$ cat src/rtl/pwm_ramp_ctrl_if.sv
// Ramp-request handshake between a sequencer (master) and pwm_ramp_ctrl (slave).
// Carries the target duty, step size and inter-step rate with a valid/ready pair.
interface pwm_ramp_ctrl_if #(
  parameter int RATE_W = 8
);
  logic              tgt_valid;
  logic              tgt_ready;
  logic [9:0]        tgt_duty;
  logic [3:0]        tgt_step;
  logic [RATE_W-1:0] tgt_rate;

  modport master (
    output tgt_valid,
    output tgt_duty,
    output tgt_step,
    output tgt_rate,
    input  tgt_ready
  );

  modport slave (
    input  tgt_valid,
    input  tgt_duty,
    input  tgt_step,
    input  tgt_rate,
    output tgt_ready
  );
endinterface

$ cat src/rtl/pwm_ramp_ctrl.sv
// Duty-cycle ramp controller: walks duty_cycle toward a requested target in
// fixed steps, updating only at PWM period boundaries so no period is split.
//
// state | meaning
// ------+-----------------------------------------------------------
// IDLE  | holding duty_cycle, ready for a new ramp request
// RAMP  | stepping duty_cycle toward target every rate+1 periods
module pwm_ramp_ctrl #(
  parameter int RATE_W = 8
) (
  input  logic          clk,
  input  logic          rst_n,
  pwm_ramp_ctrl_if.slave tgt,
  input  logic          stop,
  output logic [9:0]    duty_cycle,
  output logic          period_tick,
  output logic          busy,
  output logic          done
);

  typedef enum logic {
    IDLE = 1'b0,
    RAMP = 1'b1
  } state_t;

  localparam logic [RATE_W-1:0] RATE_ONE = {{(RATE_W-1){1'b0}}, 1'b1};

  state_t            state;
  logic [9:0]        phase;
  logic [9:0]        target;
  logic [3:0]        step;
  logic [RATE_W-1:0] rate;
  logic [RATE_W-1:0] rate_cnt;
  logic [10:0]       sum_up;
  logic [9:0]        next_duty;

  assign period_tick   = (phase == 10'd1023);
  assign tgt.tgt_ready = (state == IDLE) && !stop;
  assign busy          = (state == RAMP);

  // Upward sum is 11 bits so duty near full scale clamps instead of wrapping.
  always_comb begin
    sum_up    = {1'b0, duty_cycle} + {7'b0, step};
    next_duty = duty_cycle;
    if (duty_cycle < target) begin
      next_duty = (sum_up > {1'b0, target}) ? target : sum_up[9:0];
    end else if (duty_cycle > target) begin
      next_duty = ((duty_cycle - target) <= {6'b0, step}) ? target
                                                          : (duty_cycle - {6'b0, step});
    end
  end

  always_ff @(posedge clk) begin
    if (!rst_n) begin
      phase      <= 10'd0;
      duty_cycle <= 10'd0;
      rate_cnt   <= '0;
      rate       <= '0;
      target     <= 10'd0;
      step       <= 4'd1;
      state      <= IDLE;
      done       <= 1'b0;
    end else begin
      phase <= phase + 10'd1;
      done  <= 1'b0;
      case (state)
        IDLE: begin
          if (tgt.tgt_valid && tgt.tgt_ready) begin
            target   <= tgt.tgt_duty;
            step     <= (tgt.tgt_step == 4'd0) ? 4'd1 : tgt.tgt_step;
            rate     <= tgt.tgt_rate;
            rate_cnt <= '0;
            if (tgt.tgt_duty == duty_cycle) begin
              done <= 1'b1;
            end else begin
              state <= RAMP;
            end
          end
        end
        RAMP: begin
          // stop outranks a coincident period boundary: no step is applied.
          if (stop) begin
            state <= IDLE;
          end else if (period_tick) begin
            if (rate_cnt < rate) begin
              rate_cnt <= rate_cnt + RATE_ONE;
            end else begin
              rate_cnt   <= '0;
              duty_cycle <= next_duty;
              if (next_duty == target) begin
                state <= IDLE;
                done  <= 1'b1;
              end
            end
          end
        end
        default: state <= IDLE;
      endcase
    end
  end

endmodule

$ cat src/flat_wrapper.sv
// flat-port wrapper written by rule: the top's interface ports become plain ports
module pwm_ramp_ctrl_flat 
#(
  parameter int RATE_W = 8
)
  (clk, rst_n, stop, duty_cycle, period_tick, busy, done, tgt_tgt_valid, tgt_tgt_duty, tgt_tgt_step, tgt_tgt_rate, tgt_tgt_ready);
  pwm_ramp_ctrl_if #(.RATE_W(RATE_W)) tgt_i ();
  input  logic clk;
  input  logic rst_n;
  input  logic stop;
  output logic [9:0] duty_cycle;
  output logic period_tick;
  output logic busy;
  output logic done;
  input wire logic [$bits(tgt_i.tgt_valid)-1:0] tgt_tgt_valid;
  input wire logic [$bits(tgt_i.tgt_duty)-1:0] tgt_tgt_duty;
  input wire logic [$bits(tgt_i.tgt_step)-1:0] tgt_tgt_step;
  input wire logic [$bits(tgt_i.tgt_rate)-1:0] tgt_tgt_rate;
  output wire logic [$bits(tgt_i.tgt_ready)-1:0] tgt_tgt_ready;
  assign tgt_i.tgt_valid = tgt_tgt_valid;
  assign tgt_i.tgt_duty = tgt_tgt_duty;
  assign tgt_i.tgt_step = tgt_tgt_step;
  assign tgt_i.tgt_rate = tgt_tgt_rate;
  assign tgt_tgt_ready = tgt_i.tgt_ready;
  pwm_ramp_ctrl #(.RATE_W(RATE_W)) u_core (.clk(clk), .rst_n(rst_n), .tgt(tgt_i), .stop(stop), .duty_cycle(duty_cycle), .period_tick(period_tick), .busy(busy), .done(done));
endmodule
$ cat config.mk
export PLATFORM = sky130hd
export DESIGN_NAME = pwm_ramp_ctrl_flat
export DESIGN_NICKNAME = d
export VERILOG_FILES = /design/src/rtl/pwm_ramp_ctrl_if.sv /design/src/rtl/pwm_ramp_ctrl.sv /design/src/flat_wrapper.sv
export SDC_FILE = /design/constraint.sdc
export NUM_CORES = 1
export LEC_CHECK = 0
export CAP_MARGIN = 20
export CORE_MARGIN = 10
export CORE_UTILIZATION = 40
export CTS_BUF_LIST = sky130_fd_sc_hd__clkbuf_8
export DETAILED_ROUTE_END_ITERATION = 8
export DONT_BUFFER_PORTS = 1
export PLACE_DENSITY = 0.59
export SETUP_SLACK_MARGIN = 0.2
export SYNTH_ARGS = -nofsm -noshare
export SYNTH_HDL_FRONTEND = slang
export SYNTH_SLANG_ARGS = --single-unit
$ cat constraint.sdc
create_clock -name clk -period 5.9 [get_ports clk]
set_input_delay 1.18 -clock clk [delete_from_list [all_inputs] [get_ports clk]]
set_output_delay 1.18 -clock clk [all_outputs]
set_load 0.02 [all_outputs]
Word-level counts from Yosys, hierarchy flattened
Cells that the tools add are included.

word-level totals
  output and inout port bits = 14
  input bits = 26
  flip-flop bits (word level) = 52
  word-level logic and storage cells = 58

cells by class
  reductions and logical operators = 7
  order comparisons = 5
  eq/ne operators = 6
  add/subtract/negate cells = 5
  bitwise logic cells = 3
  mux-type cells = 24

operators with widths
  cell                                            number
  2-to-1 mux 10 bit                               4
  2-to-1 mux 8 bit                                4
  equality test 10 bit                            2
  one-hot mux 8 bit (2 select lines)              1
  2-to-1 mux 1 bit                                12
  adder 10 x 4 -> 11 bit                          1
  greater-than comparator 11 x 10 -> 1 bit        1
  adder 10 x 1 -> 10 bit (second input constant)  1
  equality test 10 bit (second input constant)    1
  greater-than comparator 10 bit                  1
  less-or-equal comparator 10 x 4 -> 1 bit        1
  < comparator 10 bit                             1
  subtractor 10 bit                               1
  subtractor 10 x 4 -> 10 bit                     1
  adder 8 x 1 -> 8 bit (second input constant)    1
  < comparator 8 bit                              1
  != test 2 bit (second input constant)           3
  logical NOT 4 bit                               1
  2-to-1 mux 4 bit                                1
  one-hot mux 1 bit (2 select lines)              2
  AND reduction 4 bit                             1
  NOT 1 bit                                       3
  AND reduction 3 bit                             1
  logical AND 1 bit                               2
  other kinds (2)                                 2

Logic depth before layout (Yosys ltp)
  depth after elaboration = 11
  depth in mapped cells = 19
  gate-level depth less buffers = 18

Worst setup path after synthesis
Ideal clock, no wire load.

  kind = reg-to-reg
  start = register u_core.duty_cycle[1]
  end = register u_core.done
  data arrival time = 4.142 ns
  library setup time = 0.116 ns
  buffers on the path = 1
  path slack = 1.642 ns
  data required time = 5.784 ns
  cell stages (with the launch flop) = 19
  period minus slack after synthesis = 4.258 ns
  cell sequence = dfxtp_1 > inv_1 > fa_1 > or2_1 > a21oi_1 > and2_1 > buf_2 > xor2_1 > ha_1 > a21o_1 > a21oi_1 > a31oi_1 > a311oi_1 > nand3_1 > a32oi_1 > nor2_1 > o2111ai_1 > nor4b_2 > o211a_1

on the way
  word-level cells in the longest chain between the ends = 11
  elaborated cells on any way between the ends = 20
  classes of those cells = add/sub (3); order compare (4); eq/ne (2); mux (11)

RTL lines
  element                                   line                 text
  start: declaration                        pwm_ramp_ctrl.sv:15  output logic [9:0] duty_cycle,
  start signal: assignment                  pwm_ramp_ctrl.sv:89  duty_cycle <= next_duty;
  subtractor 10 bit                         pwm_ramp_ctrl.sv:48  next_duty = ((duty_cycle - target) <= {6'b0, step}) ? target
  less-or-equal comparator 10 x 4 -> 1 bit  pwm_ramp_ctrl.sv:48
  2-to-1 mux 10 bit                         pwm_ramp_ctrl.sv:48
  2-to-1 mux 10 bit                         pwm_ramp_ctrl.sv:47  end else if (duty_cycle > target) begin
  2-to-1 mux 10 bit                         pwm_ramp_ctrl.sv:45  if (duty_cycle < target) begin
  equality test 10 bit                      pwm_ramp_ctrl.sv:90  if (next_duty == target) begin
  2-to-1 mux 1 bit                          pwm_ramp_ctrl.sv:90
  2-to-1 mux 1 bit                          pwm_ramp_ctrl.sv:85  if (rate_cnt < rate) begin
  2-to-1 mux 1 bit                          pwm_ramp_ctrl.sv:84  end else if (period_tick) begin
  2-to-1 mux 1 bit                          pwm_ramp_ctrl.sv:82  if (stop) begin
  one-hot mux 1 bit (2 select lines) *      pwm_ramp_ctrl.sv:66  case (state)
  end signal: assignment                    pwm_ramp_ctrl.sv:65  done <= 1'b0;
  end signal: assignment                    pwm_ramp_ctrl.sv:74  done <= 1'b1;
  end signal: assignment                    pwm_ramp_ctrl.sv:92  done <= 1'b1;
  end: declaration                          pwm_ramp_ctrl.sv:18  output logic done

Every way passes the cells marked *; elsewhere a longest branch is shown, timed or not.
A chain may end at the register's enable or synchronous reset.

Worst setup path after layout
Ends and elaborated chain as after synthesis.

==> impl_metrics.yaml <==
sta:
  clock.fmax_mhz: 204
  hold_viol: 0
  rsz0062_at_grt: "false"
  finalMaxSlewViolations: 0
  clock_skew_ns: 0.00980
  setup_ws_ns: 0.987
  slew_headroom_pct: 40.2
  setup_viol: 0
  finalCritPeriodShare_pct: 83.3
  worstMarginPinSlew_ns: 0.897
  min_period_ns: 4.91
  fin_tns_setup_ns: 0
yosys:
  synth_top_area_cell: "dfxtp_1"
  avgSynthCellArea_sq_um: 7.58
  synth-main-ff-cell: "dfxtp_1"
  synth_nets: 715
  netlist_area_sq_mm: 0.00489
  synth_cell_types: 73
  yosysSeqAreaShare_pct: 21.3
  synth_top_cells_by_area: "dfxtp_1, ha_1, nand2_1"
  ys_warn_count: 0
  synth_edf_count: 0
  ys_ff_latch: 52
  yosysTopAreaCellShare_pct: 21.3
  postSynthCellCount: 645
  synth-async-reset-ratio_pct: 0
cells_and_area:
  final_area_sq_mm: 0.00511
  final_util_pct: 42.5
  fill_cells: 1260
  instances_no_fill: 771
  synthToLayoutAreaGrowth_pct: 4.53
  layout.nets: 695
  n_antenna_cell: 0
  drive_gt1_share_pct: 5.29
die:
  num_io_pins: 40
  fp.dieH_um: 131
  die_w_um: 131
  start_util_pct: 40.7
  core_sq_mm: 0.0120
  rows: 40
  dieArea_sq_mm: 0.0170
job:
  cap_viol_max_count: 0
setup_path:
  path_class: "flip-flop to flip-flop"
  r2r_slack_ns: 0.99
  r2r_cells: 18
  required_ns: 6.11
  setup.worst_path.end_class: "flip-flop"
  crit_path_start_kind: "flip-flop"
  arrival_ns: 5.13
  r2r_start: "u_core.duty_cycle[1]"
  crit_fanout: 15
  r2r_end: "u_core.done"
global_routing:
  antenna_found_initial: 1
  grt_pass1_vias: 4572
  grt_overflow: 0
  grt_usage_pct: 18.4
  grt_start_max_net_pins: 49
  grt_pass1_wl_um: 25000
power_and_ir_drop:
  switching_share_pct: 33.9
  peakVddDrop_mv: 0.167
  power_leakage_nw: 1.95
  power_frac_comb_pct: 32.1
  seqPwrFrac_pct: 41.8
  power_density_mw_per_mm2: 175
  p_int_w: 0.000593
  switchingPower_w: 0.000303
  pwr-share-clk_pct: 26.1
routing:
  viasPerCell: 6.07
  antenna_left: 0
  drcViolationCount: 0
  drt_iter0_markers: 345
  routed_wl_um: 15400
  post_drt_wl_per_cell_um: 20.0
  vias: 4678
  dr.pass1.iters: 5
clocking:
  cts_buffers: 5
  cts_hold_buffers: 0
  cts_root_buf: "clkbuf_8"
  clk_path_buf_depth: 2
  tritoncts: "yes"
  cts_setup_buffers: 0
  cts.clk_slew.worst_paths_ns: 0.09
  insertion_delay_ns: 0.31
  postCtsResizedCells: 0
  cts-htree-levels: 2
  cts.sink_count: 52
hold_path:
  min_to: "u_core.phase[0]"
  hold-path-cell-count: 1
  hp-start: "u_core.phase[0]"
  hp-class: "flip-flop to flip-flop"
placement:
  gp_congestion: 0.957
  placed_cells: 765
  portBuffers: 0
  dp_hpwl_um: 12000
  place_area_sq_mm: 0.00501
  post-place-ws_ns: 1.03
run_status:
  outcome: "finished clean"
-- sequential cells by signal, summed over array words and instances, names as in the netlist --
register and count:
u_core.duty_cycle 10, u_core.rate_cnt 8, u_core.target 10, u_core.rate 8, u_core.busy 1, u_core.done 1
u_core.step 4, u_core.phase 10
-- power by group through the flow --
stage,combinational (W),sequential [W],clock [W]
2_1_floorplan,0.000219,0.000375,0
3_3_place_gp,0.000277,0.000382,0
3_5_place_dp,0.000283,0.000382,0
4_1_cts,0.000284,0.000374,0.000242
5_1_grt,0.000316,0.000376,0.000254
6_report,0.000288,0.000374,0.000234
-- critical path, cell delays in order (launching register included) --
cell,delay (ns)
dfxtp_1,0.74
inv_1,0.24
fa_1,0.50
or2_1,0.26
a21oi_1,0.24
and2_1,0.27
xor2_1,0.27
ha_1,0.32
a21o_1,0.17
a21oi_1,0.14
a31oi_1,0.08
a311oi_1,0.26
buf_4,0.26
nand3_1,0.09
a32oi_1,0.21
nor2_1,0.06
o2111ai_1,0.33
nor4b_2,0.11
o211a_1,0.25
-- worst max path at each step --
stage	end	slack (ns)	from
after floorplan	u_core.done	1.64	u_core.duty_cycle[1]
after global placement	u_core.done	1.20	u_core.duty_cycle[1]
after detailed placement	u_core.done	1.03	u_core.duty_cycle[1]
after CTS	u_core.done	1.02	u_core.duty_cycle[1]
after global routing	u_core.done	0.64	u_core.duty_cycle[1]
final	u_core.done	0.99	u_core.duty_cycle[1]
-- cell type report --
type / count / area, sq um / area share (%)
inverters: 37 / 139 / 2.72
well taps: 147 / 184 / 3.60
flip-flops and latches: 52 / 1040 / 20.4
clock buffers: 5 / 68.8 / 1.35
repair buffers: 10 / 75.1 / 1.47
clock inverters: 1 / 30.0 / 0.588
multi-input cells: 519 / 3570 / 69.9
-- logic make-up after synthesis --
logic type / after synthesis / synth area share [%]
and+or+nand+nor: 226 / 22.7
DFF: 52 / 21.3
muxes: 13 / 2.74
xor gates and xnor gates: 46 / 8.25
adders and majority gates: 44 / 11.7
AOI/OAI and AO/OA: 190 / 27.3
buffers and inverters: 74 / 5.97
-- stage by stage --
step	hold WS [ns]	power, W
5_1_grt	0.478	0.000947
6_report	0.457	0.000896
3_3_place_gp	0.432	0.000660
2_1_floorplan	0.421	0.000595
4_1_cts	0.458	0.000900
3_5_place_dp	0.447	0.000665
-- layer usage --
metal	vias up	track usage (%)	routed length, um
met3	19	3.95	1090
met4	0	5.36	318
met5	-	0	0
met2	156	29.9	7130
li1	2267	-	-
met1	2236	24.0	6880
-- synthesized netlist by cell type (4+ instances only) --
cell type / instances
clkbuf_1: 28
o22ai_1: 4
o2111ai_1: 4
and3_1: 4
ha_1: 41
o21ai_1: 5
nor3_1: 9
o21ai_0: 35
dfxtp_1: 52
nor2b_1: 8
a31oi_1: 8
nand2_1: 89
or3_1: 5
a211oi_1: 7
inv_1: 36
nand2b_1: 12
nand3_1: 17
nand4_1: 12
nor4_1: 4
buf_2: 8
a21oi_1: 36
and2_1: 9
xor2_1: 20
mux2i_1: 10
o211a_1: 4
o211ai_1: 11
a211o_1: 4
xnor2_1: 26
nor2_1: 45
a21o_1: 6
a221oi_1: 4
a21boi_0: 25
-- layout by cell type, fill, tap and decap left out, types with 4 or more instances in the layout --
master,Yosys,final
a211oi_1,7,7
a21oi_1,36,36
dfxtp_1,52,52
nand4_1,12,12
nor4_1,4,4
and3_1,4,4
a221oi_1,4,4
or3_1,5,5
and2_1,9,9
buf_4,1,10
nor3_1,9,8
xor2_1,20,20
inv_1,36,36
ha_1,41,41
nor2b_1,8,8
a21boi_0,25,25
nand2b_1,12,12
o211a_1,4,4
o2111ai_1,4,4
a211o_1,4,4
nand3_1,17,17
a31oi_1,8,8
clkbuf_8,0,5
o21ai_0,35,35
o22ai_1,4,4
xnor2_1,26,26
o211ai_1,11,11
o21ai_1,5,5
mux2i_1,10,10
a21o_1,6,6
nand2_1,89,89
nor2_1,45,45
No activity file was read; power rests on OpenSTA's default activity.
==> patch, RTL diff (same flow settings) <==
`RATE_W` is set to 8 in 3 places; all go to 9.
--- a/src/rtl/pwm_ramp_ctrl_if.sv
+++ b/src/rtl/pwm_ramp_ctrl_if.sv
@@ -3,3 +3,3 @@
 interface pwm_ramp_ctrl_if #(
-  parameter int RATE_W = 8
+  parameter int RATE_W = 9
 );
--- a/src/rtl/pwm_ramp_ctrl.sv
+++ b/src/rtl/pwm_ramp_ctrl.sv
@@ -8,3 +8,3 @@
 module pwm_ramp_ctrl #(
-  parameter int RATE_W = 8
+  parameter int RATE_W = 9
 ) (
--- a/src/flat_wrapper.sv
+++ b/src/flat_wrapper.sv
@@ -3,3 +3,3 @@
 #(
-  parameter int RATE_W = 8
+  parameter int RATE_W = 9
 )
Interface: changed (resized tgt_tgt_rate); port bits go from 40 to 41. The function was not compared with the original's and may differ.
==> patch against the original RTL <==
Sequential cell count is 2 higher. Power is 3.5% lower. Area after synthesis is 4.5% lower. Cell count is 0.39% higher. Worst setup slack worse by 64 ps. Wire length is 2.0% lower. Critical path depth is 1 lower. Final area is 4.3% lower. Critical path type unchanged.
==> patch: results (changes against the original RTL) <==
----------------------------------------------------
[Status]
  Outcome ... complete, no violations

[Synthesis]
  Synth area leaders ... sky130_fd_sc_hd__dfxtp_1, sky130_fd_sc_hd__ha_1, sky130_fd_sc_hd__nand2_1
  Sequential fraction of the synthesis area ... 0.232 (+0.0186)
  Synth unique cells ... 63 (-14%)
  Commonest cells in the netlist ... sky130_fd_sc_hd__nand2_1, sky130_fd_sc_hd__a21oi_1, sky130_fd_sc_hd__dfxtp_1, sky130_fd_sc_hd__nor2_1, sky130_fd_sc_hd__inv_1

[Detailed routing]
  Length of routed wiring on met1 ... 6600 µm (-4.1%)
  Routed wl met3 ... 1260 µm (+15%)
  Number of vias after detailed routing ... 4,665 (-0.28%)
  Routed length per instance ... 19.5 µm (-2.4%)
  Met2 Wirelength ... 6910 µm (-3.2%)

[Finish]
  Final-layout fill cell count ... 1,237 (-1.8%)
  Share of layout cells above drive strength 1 ... 0.0396 (-0.0133)

[Min path]
  Endpoint of the worst hold path ... u_core.rate[3]
  Count of cells along the worst hold path ... 2 (+1)

[Worst setup path]
  Cell class contributing the biggest share of worst-path delay ... simple AND/OR/NAND/NOR gates
  Max Fanout on Critical Path ... 10 (-5)
  Reg-to-reg slack, setup ... 920 ps (-60 ps)
  Critical Path AT ... 5150 ps (+20 ps)
  Worst reg2reg path depth ... 17 (-1)
  Longest individual stage delay on the worst path ... 650 ps (-90 ps)

[Pwr]
  Switching power total ... 310 µW (+2.2%)
  Switching power as a share of total power ... 0.358 (+0.0200)
  Leak ... 1.97 nW (+1.2%)
  Part of the total power dissipated in sequential elements ... 0.449 (+0.031)
  Total combinational power ... 271 µW (-6%)

[Global routing]
  Global-route wire length before repair ... 24,800 µm (-0.77%)
  Met1 capacity usage during global routing ... 0.235 (-0.00521)
  GR Layer Usage met3 ... 0.0480 (+0.00849)
  Met2 Usage GRT ... 0.300 (+0.000919)

[Placed design]
  Number of placed cells counting well taps ... 767 (+0.26%)

[Timing]
  Max Fclk ... 201 MHz (-1.3%)
  Hold Slack ... 459 ps (+2.29 ps)
  Worst-Margin Slew ... 872 ps (-25.0 ps)

----------------------------------------------------
## patch: cell types whose count changed after synthesis, sizes merged, moves of 7 or more
| cell | change |
|---|---|
| a21boi | -22 |
| a21oi | +19 |
| clkbuf | -8 |
| nand2 | +8 |
| and3 | +7 |
| inv | +7 |
| nor2 | +7 |
| nor4 | +7 |
| xnor2 | -7 |
## patch: cell families (layout without fill, tap and decap cells)
family	count (synthesis)	in the layout	share of synthesized area
adders and majority gates	45	45	0.125
AOI/OAI and AO/OA	170	170	0.235
xor gates and xnor gates	45	45	0.0845
muxes	7	7	0.0158
DFF	54	54	0.232
buffers and inverters	73	62	0.0622
and+or+nand+nor	248	248	0.246
## patch: area by class of cell
cell class              count  area share
clock buffers               5      0.0141
clock inverters             2     0.00282
inverters                  44      0.0338
multi-input cells         515       0.675
flip-flops and latches     54       0.221
well taps                 143      0.0366
repair buffers             11      0.0169
## patch: worst min-delay path, delay by kind of cell (launching register included)
kind	cells	cell delay, ps
compound gates	1	50
simple gates	1	50
flops	1	320
